[src/rtl/pdm_xcorr_lag_if.sv]
// pdm_xcorr_lag_if: sample stream and best-lag result port of pdm_xcorr_lag.
// The anti-correlation fields exist only when XCORR_ANTI_EN is defined.
// Handshake: a result transfers on a rising clk edge where out_valid and
// out_ready are both 1. out_valid never drops and best_lag/best_count never
// change before that edge. in_valid has no back-pressure: every in_valid
// cycle is one sample.
interface pdm_xcorr_lag_if #(
    parameter int CW = 9,
    parameter int LW = 4
);
    logic                 in_valid;
    logic                 data_1;
    logic                 data_2;
    logic                 out_valid;
    logic                 out_ready;
    logic signed [LW-1:0] best_lag;
    logic        [CW-1:0] best_count;
`ifdef XCORR_ANTI_EN
    logic signed [LW-1:0] anti_lag;
    logic        [CW-1:0] anti_count;

    modport master (output in_valid, data_1, data_2, out_ready,
                    input  out_valid, best_lag, best_count, anti_lag, anti_count);
    modport slave  (input  in_valid, data_1, data_2, out_ready,
                    output out_valid, best_lag, best_count, anti_lag, anti_count);
`else
    modport master (output in_valid, data_1, data_2, out_ready,
                    input  out_valid, best_lag, best_count);
    modport slave  (input  in_valid, data_1, data_2, out_ready,
                    output out_valid, best_lag, best_count);
`endif
endinterface

[src/rtl/pdm_xcorr_lag.sv]
// pdm_xcorr_lag: sliding-window XOR cross-correlator for two PDM bit streams.
// One mismatch count is kept per lag in -MAX_LAG..+MAX_LAG. On req, a scan
// FSM walks a snapshot of the counts and reports the lag with the fewest
// mismatches. Ties go to the most negative lag.
// Optional feature macro: XCORR_ANTI_EN. When it is defined, the same scan
// also reports the lag with the most mismatches (anti_lag/anti_count).
// state_o exposes the FSM state: 0 IDLE, 1 SCAN, 2 DONE.
module pdm_xcorr_lag #(
    parameter int WIN_MAX = 256,
    parameter int MAX_LAG = 4,
    parameter int CW      = $clog2(WIN_MAX + 1),
    parameter int LW      = $clog2(MAX_LAG + 1) + 1
) (
    input  logic           clk,
    input  logic           rst_n,
    input  logic [CW-1:0]  win_len,
    input  logic           clear,
    input  logic           req,
    output logic           filled,
    output logic           busy,
    output logic [1:0]     state_o,
    pdm_xcorr_lag_if.slave bus
);
    localparam int NLAG = 2 * MAX_LAG + 1;
    localparam int D    = WIN_MAX + 2 * MAX_LAG + 1;  // post-shift history depth
    localparam int HW   = $clog2(D);                  // history index / fill width
    localparam int IW   = $clog2(NLAG + 1);           // scan index, one past last lag

    typedef enum logic [1:0] {IDLE = 2'd0, SCAN = 2'd1, DONE = 2'd2} state_t;

    // The oldest post-shift bit is read only combinationally. It falls out on
    // the next shift, so the registers hold D-1 bits.
    logic [D-2:0]  h1_q, h1_d, h2_q, h2_d;
    logic [D-1:0]  h1_n, h2_n;
    logic [CW-1:0] cnt_q [NLAG];
    logic [CW-1:0] cnt_d [NLAG];
    logic [HW-1:0] fill_q, fill_d, fill_end, h2_drop_idx;
    logic [CW-1:0] w_q, w_d;

    state_t               state_q, state_d;
    logic [IW-1:0]        idx_q, idx_d;
    logic [CW-1:0]        snap_q [NLAG];
    logic [CW-1:0]        snap_d [NLAG];
    logic [CW-1:0]        min_cnt_q, min_cnt_d, best_cnt_q, best_cnt_d, cur_cnt;
    logic signed [LW-1:0] min_lag_q, min_lag_d, best_lag_q, best_lag_d, cur_lag;
`ifdef XCORR_ANTI_EN
    logic [CW-1:0]        max_cnt_q, max_cnt_d, anti_cnt_q, anti_cnt_d;
    logic signed [LW-1:0] max_lag_q, max_lag_d, anti_lag_q, anti_lag_d;
`endif

    assign h1_n        = {h1_q, bus.data_1};
    assign h2_n        = {h2_q, bus.data_2};
    assign fill_end    = HW'(w_q) + HW'(2 * MAX_LAG);
    assign h2_drop_idx = HW'(MAX_LAG) + HW'(w_q);
    assign filled      = (fill_q == fill_end);

    // History shift, per-lag count update (+add -drop), fill counter, window latch.
    always_comb begin
        h1_d   = h1_q;
        h2_d   = h2_q;
        fill_d = fill_q;
        w_d    = w_q;
        for (int k = 0; k < NLAG; k++) cnt_d[k] = cnt_q[k];
        if (clear) begin
            h1_d   = '0;
            h2_d   = '0;
            fill_d = '0;
            for (int k = 0; k < NLAG; k++) cnt_d[k] = '0;
            if (win_len == '0)                 w_d = CW'(1);
            else if (win_len > CW'(WIN_MAX))   w_d = CW'(WIN_MAX);
            else                               w_d = win_len;
        end else if (bus.in_valid) begin
            h1_d = h1_n[D-2:0];
            h2_d = h2_n[D-2:0];
            if (fill_q != fill_end) fill_d = fill_q + 1'b1;
            // Lag index k maps to lag k-MAX_LAG, so h1 add index is MAX_LAG+lag = k.
            // Widen by one bit: count+add can reach W+1 before the drop lands.
            for (int k = 0; k < NLAG; k++) begin
                cnt_d[k] = CW'({1'b0, cnt_q[k]}
                              + {{CW{1'b0}}, h1_n[k] ^ h2_n[MAX_LAG]}
                              - {{CW{1'b0}}, h1_n[HW'(k) + HW'(w_q)] ^ h2_n[h2_drop_idx]});
            end
        end
    end

    // Datapath registers. The window resets to its maximum.
    always_ff @(posedge clk or negedge rst_n) begin
        if (!rst_n) begin
            h1_q   <= '0;
            h2_q   <= '0;
            fill_q <= '0;
            w_q    <= CW'(WIN_MAX);
            for (int k = 0; k < NLAG; k++) cnt_q[k] <= '0;
        end else begin
            h1_q   <= h1_d;
            h2_q   <= h2_d;
            fill_q <= fill_d;
            w_q    <= w_d;
            for (int k = 0; k < NLAG; k++) cnt_q[k] <= cnt_d[k];
        end
    end

    assign cur_lag = LW'(idx_q) - LW'(MAX_LAG);
    assign cur_cnt = (idx_q < IW'(NLAG)) ? snap_q[idx_q] : '0;

    // Scan FSM. SCAN compares lags 1..NLAG-1 and spends one more cycle
    // publishing the result, so out_valid rises NLAG edges after req.
    always_comb begin
        state_d    = state_q;
        idx_d      = idx_q;
        min_cnt_d  = min_cnt_q;
        min_lag_d  = min_lag_q;
        best_cnt_d = best_cnt_q;
        best_lag_d = best_lag_q;
        for (int k = 0; k < NLAG; k++) snap_d[k] = snap_q[k];
`ifdef XCORR_ANTI_EN
        max_cnt_d  = max_cnt_q;
        max_lag_d  = max_lag_q;
        anti_cnt_d = anti_cnt_q;
        anti_lag_d = anti_lag_q;
`endif
        if (clear) begin
            state_d = IDLE;
        end else begin
            case (state_q)
                IDLE: if (req && filled) begin
                    state_d = SCAN;
                    for (int k = 0; k < NLAG; k++) snap_d[k] = cnt_q[k];
                    idx_d     = IW'(1);
                    min_cnt_d = cnt_q[0];
                    min_lag_d = -LW'(MAX_LAG);
`ifdef XCORR_ANTI_EN
                    max_cnt_d = cnt_q[0];
                    max_lag_d = -LW'(MAX_LAG);
`endif
                end
                SCAN: if (idx_q == IW'(NLAG)) begin
                    state_d    = DONE;
                    best_cnt_d = min_cnt_q;
                    best_lag_d = min_lag_q;
`ifdef XCORR_ANTI_EN
                    anti_cnt_d = max_cnt_q;
                    anti_lag_d = max_lag_q;
`endif
                end else begin
                    idx_d = idx_q + 1'b1;
                    if (cur_cnt < min_cnt_q) begin
                        min_cnt_d = cur_cnt;
                        min_lag_d = cur_lag;
                    end
`ifdef XCORR_ANTI_EN
                    if (cur_cnt > max_cnt_q) begin
                        max_cnt_d = cur_cnt;
                        max_lag_d = cur_lag;
                    end
`endif
                end
                DONE: if (bus.out_ready) state_d = IDLE;
                default: state_d = IDLE;
            endcase
        end
    end

    // FSM state, snapshot and result registers.
    always_ff @(posedge clk or negedge rst_n) begin
        if (!rst_n) begin
            state_q    <= IDLE;
            idx_q      <= '0;
            min_cnt_q  <= '0;
            min_lag_q  <= '0;
            best_cnt_q <= '0;
            best_lag_q <= '0;
            for (int k = 0; k < NLAG; k++) snap_q[k] <= '0;
`ifdef XCORR_ANTI_EN
            max_cnt_q  <= '0;
            max_lag_q  <= '0;
            anti_cnt_q <= '0;
            anti_lag_q <= '0;
`endif
        end else begin
            state_q    <= state_d;
            idx_q      <= idx_d;
            min_cnt_q  <= min_cnt_d;
            min_lag_q  <= min_lag_d;
            best_cnt_q <= best_cnt_d;
            best_lag_q <= best_lag_d;
            for (int k = 0; k < NLAG; k++) snap_q[k] <= snap_d[k];
`ifdef XCORR_ANTI_EN
            max_cnt_q  <= max_cnt_d;
            max_lag_q  <= max_lag_d;
            anti_cnt_q <= anti_cnt_d;
            anti_lag_q <= anti_lag_d;
`endif
        end
    end

    assign busy           = (state_q != IDLE);
    assign state_o        = state_q;
    assign bus.out_valid  = (state_q == DONE);
    assign bus.best_lag   = best_lag_q;
    assign bus.best_count = best_cnt_q;
`ifdef XCORR_ANTI_EN
    assign bus.anti_lag   = anti_lag_q;
    assign bus.anti_count = anti_cnt_q;
`endif
endmodule

[src/flat_wrapper.sv]
// flat-port wrapper written by rule: the top's interface ports become plain ports
module pdm_xcorr_lag_flat 
#(
    parameter int WIN_MAX = 256,
    parameter int MAX_LAG = 4,
    parameter int CW      = $clog2(WIN_MAX + 1),
    parameter int LW      = $clog2(MAX_LAG + 1) + 1
)
  (clk, rst_n, win_len, clear, req, filled, busy, state_o, bus_in_valid, bus_data_1, bus_data_2, bus_out_ready, bus_out_valid, bus_best_lag, bus_best_count);
  pdm_xcorr_lag_if #(.CW(CW), .LW(LW)) bus_i ();
  input  logic clk;
  input  logic rst_n;
  input  logic [CW-1:0] win_len;
  input  logic clear;
  input  logic req;
  output logic filled;
  output logic busy;
  output logic [1:0] state_o;
  input wire logic [$bits(bus_i.in_valid)-1:0] bus_in_valid;
  input wire logic [$bits(bus_i.data_1)-1:0] bus_data_1;
  input wire logic [$bits(bus_i.data_2)-1:0] bus_data_2;
  input wire logic [$bits(bus_i.out_ready)-1:0] bus_out_ready;
  output wire logic [$bits(bus_i.out_valid)-1:0] bus_out_valid;
  output wire logic [$bits(bus_i.best_lag)-1:0] bus_best_lag;
  output wire logic [$bits(bus_i.best_count)-1:0] bus_best_count;
  assign bus_i.in_valid = bus_in_valid;
  assign bus_i.data_1 = bus_data_1;
  assign bus_i.data_2 = bus_data_2;
  assign bus_i.out_ready = bus_out_ready;
  assign bus_out_valid = bus_i.out_valid;
  assign bus_best_lag = bus_i.best_lag;
  assign bus_best_count = bus_i.best_count;
  pdm_xcorr_lag #(.WIN_MAX(WIN_MAX), .MAX_LAG(MAX_LAG), .CW(CW), .LW(LW)) u_core (.clk(clk), .rst_n(rst_n), .win_len(win_len), .clear(clear), .req(req), .filled(filled), .busy(busy), .state_o(state_o), .bus(bus_i));
endmodule
[config.mk]
export PLATFORM = sky130hd
export DESIGN_NAME = pdm_xcorr_lag_flat
export DESIGN_NICKNAME = d
export VERILOG_FILES = /design/src/rtl/pdm_xcorr_lag_if.sv /design/src/rtl/pdm_xcorr_lag.sv /design/src/flat_wrapper.sv
export SDC_FILE = /design/constraint.sdc
export NUM_CORES = 2
export LEC_CHECK = 0
export CORE_UTILIZATION = 25
export CTS_CLUSTER_SIZE = 24
export DETAILED_ROUTE_END_ITERATION = 10
export PLACE_DENSITY_LB_ADDON = 0.2
export SYNTH_ARGS = -nofsm -noshare
export SYNTH_HDL_FRONTEND = slang
export SYNTH_SLANG_ARGS = --single-unit
[constraint.sdc]
create_clock -name clk -period 11.95 [get_ports clk]
set_input_delay 2.39 -clock clk [delete_from_list [all_inputs] [get_ports clk]]
set_output_delay 2.39 -clock clk [all_outputs]
set_load 0.1 [all_outputs]
==> implementation parameters <==
Parameter                              Value

Outcome
  Status ... completed

Timing
  Max-slew violation count ... 0
  Final total negative setup slack ... 0 ps
  Slack of the critical path ... 3723 ps
  Shortest period the worst path allows ... 8227 ps
  Final setup vio count ... 0
  RSZ-0062 raised after global routing ... false
  Final number of hold-violating endpoints ... 0
  Pin slew with the least headroom to its limit ... roughly 1100 ps
  Max Fclk ... ~120 MHz
  Relative slew margins ... 0.2336
  Worst Clk Skew ... 45.12 ps
  Period Utilization, post-route ... 0.6884

Synth
  Mean instance size in the synthesized netlist ... roughly 12 sq um
  Netlist cell types ... slightly above 70
  Number of flip-flops and latches in the synthesized netlist ... between 700 and 800
  Synthesis Warnings ... 0
  Synth area leaders ... dfrtp_1 (37%), mux4_2 (24%), mux2i_1 (12%)
  Most common flop cell mapped by yosys ... dfrtp_1
  Area leader, netlist ... dfrtp_1
  Area fraction of the dominant cell type after synthesis ... 0.3699
  Ys async rst share ... 1.000
  Cell Area, Synth ... between 40,000 and 50,000 sq um
  Number of enable-type register cells in the synthesized netlist ... 0
  Register area share after synthesis ... 0.3705
  Post-Synthesis Cells ... 4,232
  Net Count, Synth ... 4,365

Floorplanning
  Effective utilization at floorplan ... 0.2524
  Die Area ... about 200,000 sq um
  Horizontal die dimension ... between 400 and 500 microns
  Die H ... 449.2 microns
  Boundary pin count ... 35
  Row count ... 163
  Total core area ... 198,000 sq um

Global route
  Pin count of the biggest net entering global routing ... 160
  Global route total overflow ... 0
  Total routing resource utilization after global routing ... 0.1475
  Initial antenna violation count ... 4
  Via count of the first global-routing pass ... 34,786
  First-pass GRT wire length ... 232.4 mm

Routing
  Avg WL per Cell ... 21.93 microns
  Iteration count of the initial detailed-routing pass ... 8
  Via density ... 5.118
  Number of design-rule violations left by the first detailed-router iteration ... 3,071
  Residual antenna-violating net count after detailed routing ... 0
  Number of design rule violations left after detail routing ... 0
  Overall via count from detail_route ... approximately 35,000
  Wire length reported by the detailed router ... 149.8 mm

Placement
  Half-perimeter wire length after placement ... 98.64 mm
  Count of port buffers added during placement ... 34
  GPL Wtd Cong ... 0.9032
  Placement-stage worst setup slack ... 3507 ps

Clock tree
  CTS tree ... built
  Htree depth ... 3
  Number of buffers inserted for hold repair after clock tree synthesis ... 0
  Clock Sink Count ... 740
  Clock insertion delay at the later pin of the skew report ... 760 ps
  Post-CTS Setup Inserts ... 0
  Total clock buffers created by CTS ... 91
  Root buffer cell ... clkbuf_16
  Clock transition at the register clock pins on the worst setup and hold paths after CTS ... 60 ps
  Number of gates resized after CTS ... 0
  CTS Buffer Depth ... 3

Finish
  Share of cells above drive strength 1 ... 0.2166
  NumNets Final ... 4,249
  Area growth from synthesis to layout ... 12.10%
  Post-route core utilization ... 0.2830
  Number of filler cells placed in the layout ... 20,270

Power and ir drop
  Worst supply voltage drop on vdd ... around 0.11 mV
  Power Dens Cells ... roughly 140 nW/um^2
  Cell leakage power ... 24.07 nW

Critical path
  Type of element launching the critical path ... flop
  Data required time of the critical path ... around 13,000 ps
  Crit path capture type ... flop
  Data arrival, critical path ... slightly below 9000 ps
  Setup CP Type ... reg2reg
  Critical Path Fanout Max ... 105

Min path
  Class of the worst hold path ... reg2reg

Flow run
  Number of max-capacitance violations reported ... 0
## cell usage after synthesis, types with 9 or more instances
library cell  count
dfrtp_1         739
nor2_1          725
mux2i_1         616
mux4_2          525
nand2_1         190
inv_1           155
a21oi_1         150
clkbuf_1        137
xnor2_1         116
mux2_2          111
ha_1            107
buf_2            70
buf_1            62
o21ai_0          58
nand3_1          54
buf_4            38
o21bai_1         32
xor2_1           30
a211oi_1         27
nand4_1          22
a21o_1           20
and2_1           17
buf_6            16
a31oi_1          15
nor2b_1          15
nor3_1           14
o22ai_1          12
a31o_2           10
nand3b_1         10
a311oi_1          9
fa_1              9
## layer usage
metal,part of all wire,vias up,wire (microns),global-route usage
met5,0.00023,-,34,0
met4,0.030,4,4559,0.04624
met3,0.062,228,9250,0.02811
met2,0.44,1075,66120,0.2186
met1,0.47,18229,69800,0.2149
li1,-,15413,-,-
## cell usage in the layout, fill, tap and decap left out, types with 13 or more instances in the layout
master	n
nand2_1	190
mux4_2	525
a21o_1	20
clkbuf_16	92
clkbuf_1	25
ha_1	104
buf_4	73
nand3_1	54
a21oi_1	150
o21bai_1	32
mux2_2	111
clkdlybuf4s50_1	31
dfrtp_1	736
xor2_1	26
o21ai_0	58
nor2_1	725
clkbuf_8	19
inv_1	155
nor2b_1	15
nand4_1	22
mux2i_1	616
nor3_1	13
a31oi_1	15
xnor2_1	106
a211oi_1	27
and2_1	17
## per-stage QoR
stage	area, sq um	hold WS [ps]	power, mW	std cells
5_1_grt	56040	520.3	8.357	6829
3_5_place_dp	52960	493.3	5.056	6663
4_1_cts	56040	505.7	8.003	6828
6_report	56040	501.2	7.855	6829
2_1_floorplan	49990	475.1	4.481	4232
3_3_place_gp	52960	485.1	5.035	6663
## cell families after synthesis
group | Yosys count | synth area share
mux | 1259 | 0.3886
simple gates | 1083 | 0.08883
flops | 740 | 0.3705
buf+inv | 488 | 0.04398
compound gates | 394 | 0.04998
xor+xnor | 152 | 0.02781
fa+ha+maj | 116 | 0.03039
## sequential cells by signal, indices dropped and copies added, names as in the netlist
register / flops
u_core.state_o: 2
u_core.snap_q: 81
u_core.bus.best_lag: 4
u_core.bus.best_count: 9
u_core.idx_q: 4
u_core.h2_q: 264
u_core.min_lag_q: 4
u_core.min_cnt_q: 9
u_core.fill_q: 9
u_core.cnt_q: 81
u_core.w_q: 9
u_core.h1_q: 264
## final cells by class
cell class	instances	area, sq um	area share
Clock inverter	29	422.9	0.007547
Antenna cell	1	2.502	0.00004465
Multi-Input combinational cell	3004	29440	0.5254
Timing Repair Buffer	115	1064	0.01898
Clock buffer	136	2658	0.04742
Inverter	164	615.6	0.01099
Sequential cell	740	18530	0.3307
Tap cell	2640	3303	0.05894
## path summary, 6_finish.rpt
kind | from | to | slack, ps | cells after the start
worst max-delay path | u_core.w_q[1] | u_core.cnt_q[71] | 3720 | 22
worst min-delay path | u_core.snap_q[56] | u_core.snap_q[56] | 500 | 1
worst max register to register | u_core.w_q[1] | u_core.cnt_q[71] | 3720 | 22
worst min register to register | u_core.snap_q[56] | u_core.snap_q[56] | 500 | 1
max in group asynchronous | rst_n | u_core.h2_q[249] | 7980 | 3
min in group asynchronous | rst_n | u_core.h1_q[170] | 1690 | 1
## power by group
part           leakage (nW)  switching (mW)  internal [mW]
Sequential             10.2           0.168           2.65
Combinational          12.3            1.24          0.937
Clock                  1.50            1.17           1.69
Total                  24.1            2.58           5.28
## critical path, stage by stage (launching register included)
cell      delay, ps
dfrtp_4         720
clkinv_1        810
ha_4            930
buf_12          450
mux4_2          610
mux4_2          510
mux4_2          510
o211ai_1        310
o311ai_1        330
xnor2_1         230
ha_1            310
inv_1            40
ha_1            200
fa_1            450
a21o_1          200
a21oi_1         230
o21bai_1        100
a21oi_1         230
o21bai_1        100
a21oi_1         180
xnor2_1         170
a21oi_1         110
a31o_2          250
Note: power is estimated with default switching activity, not from simulation.
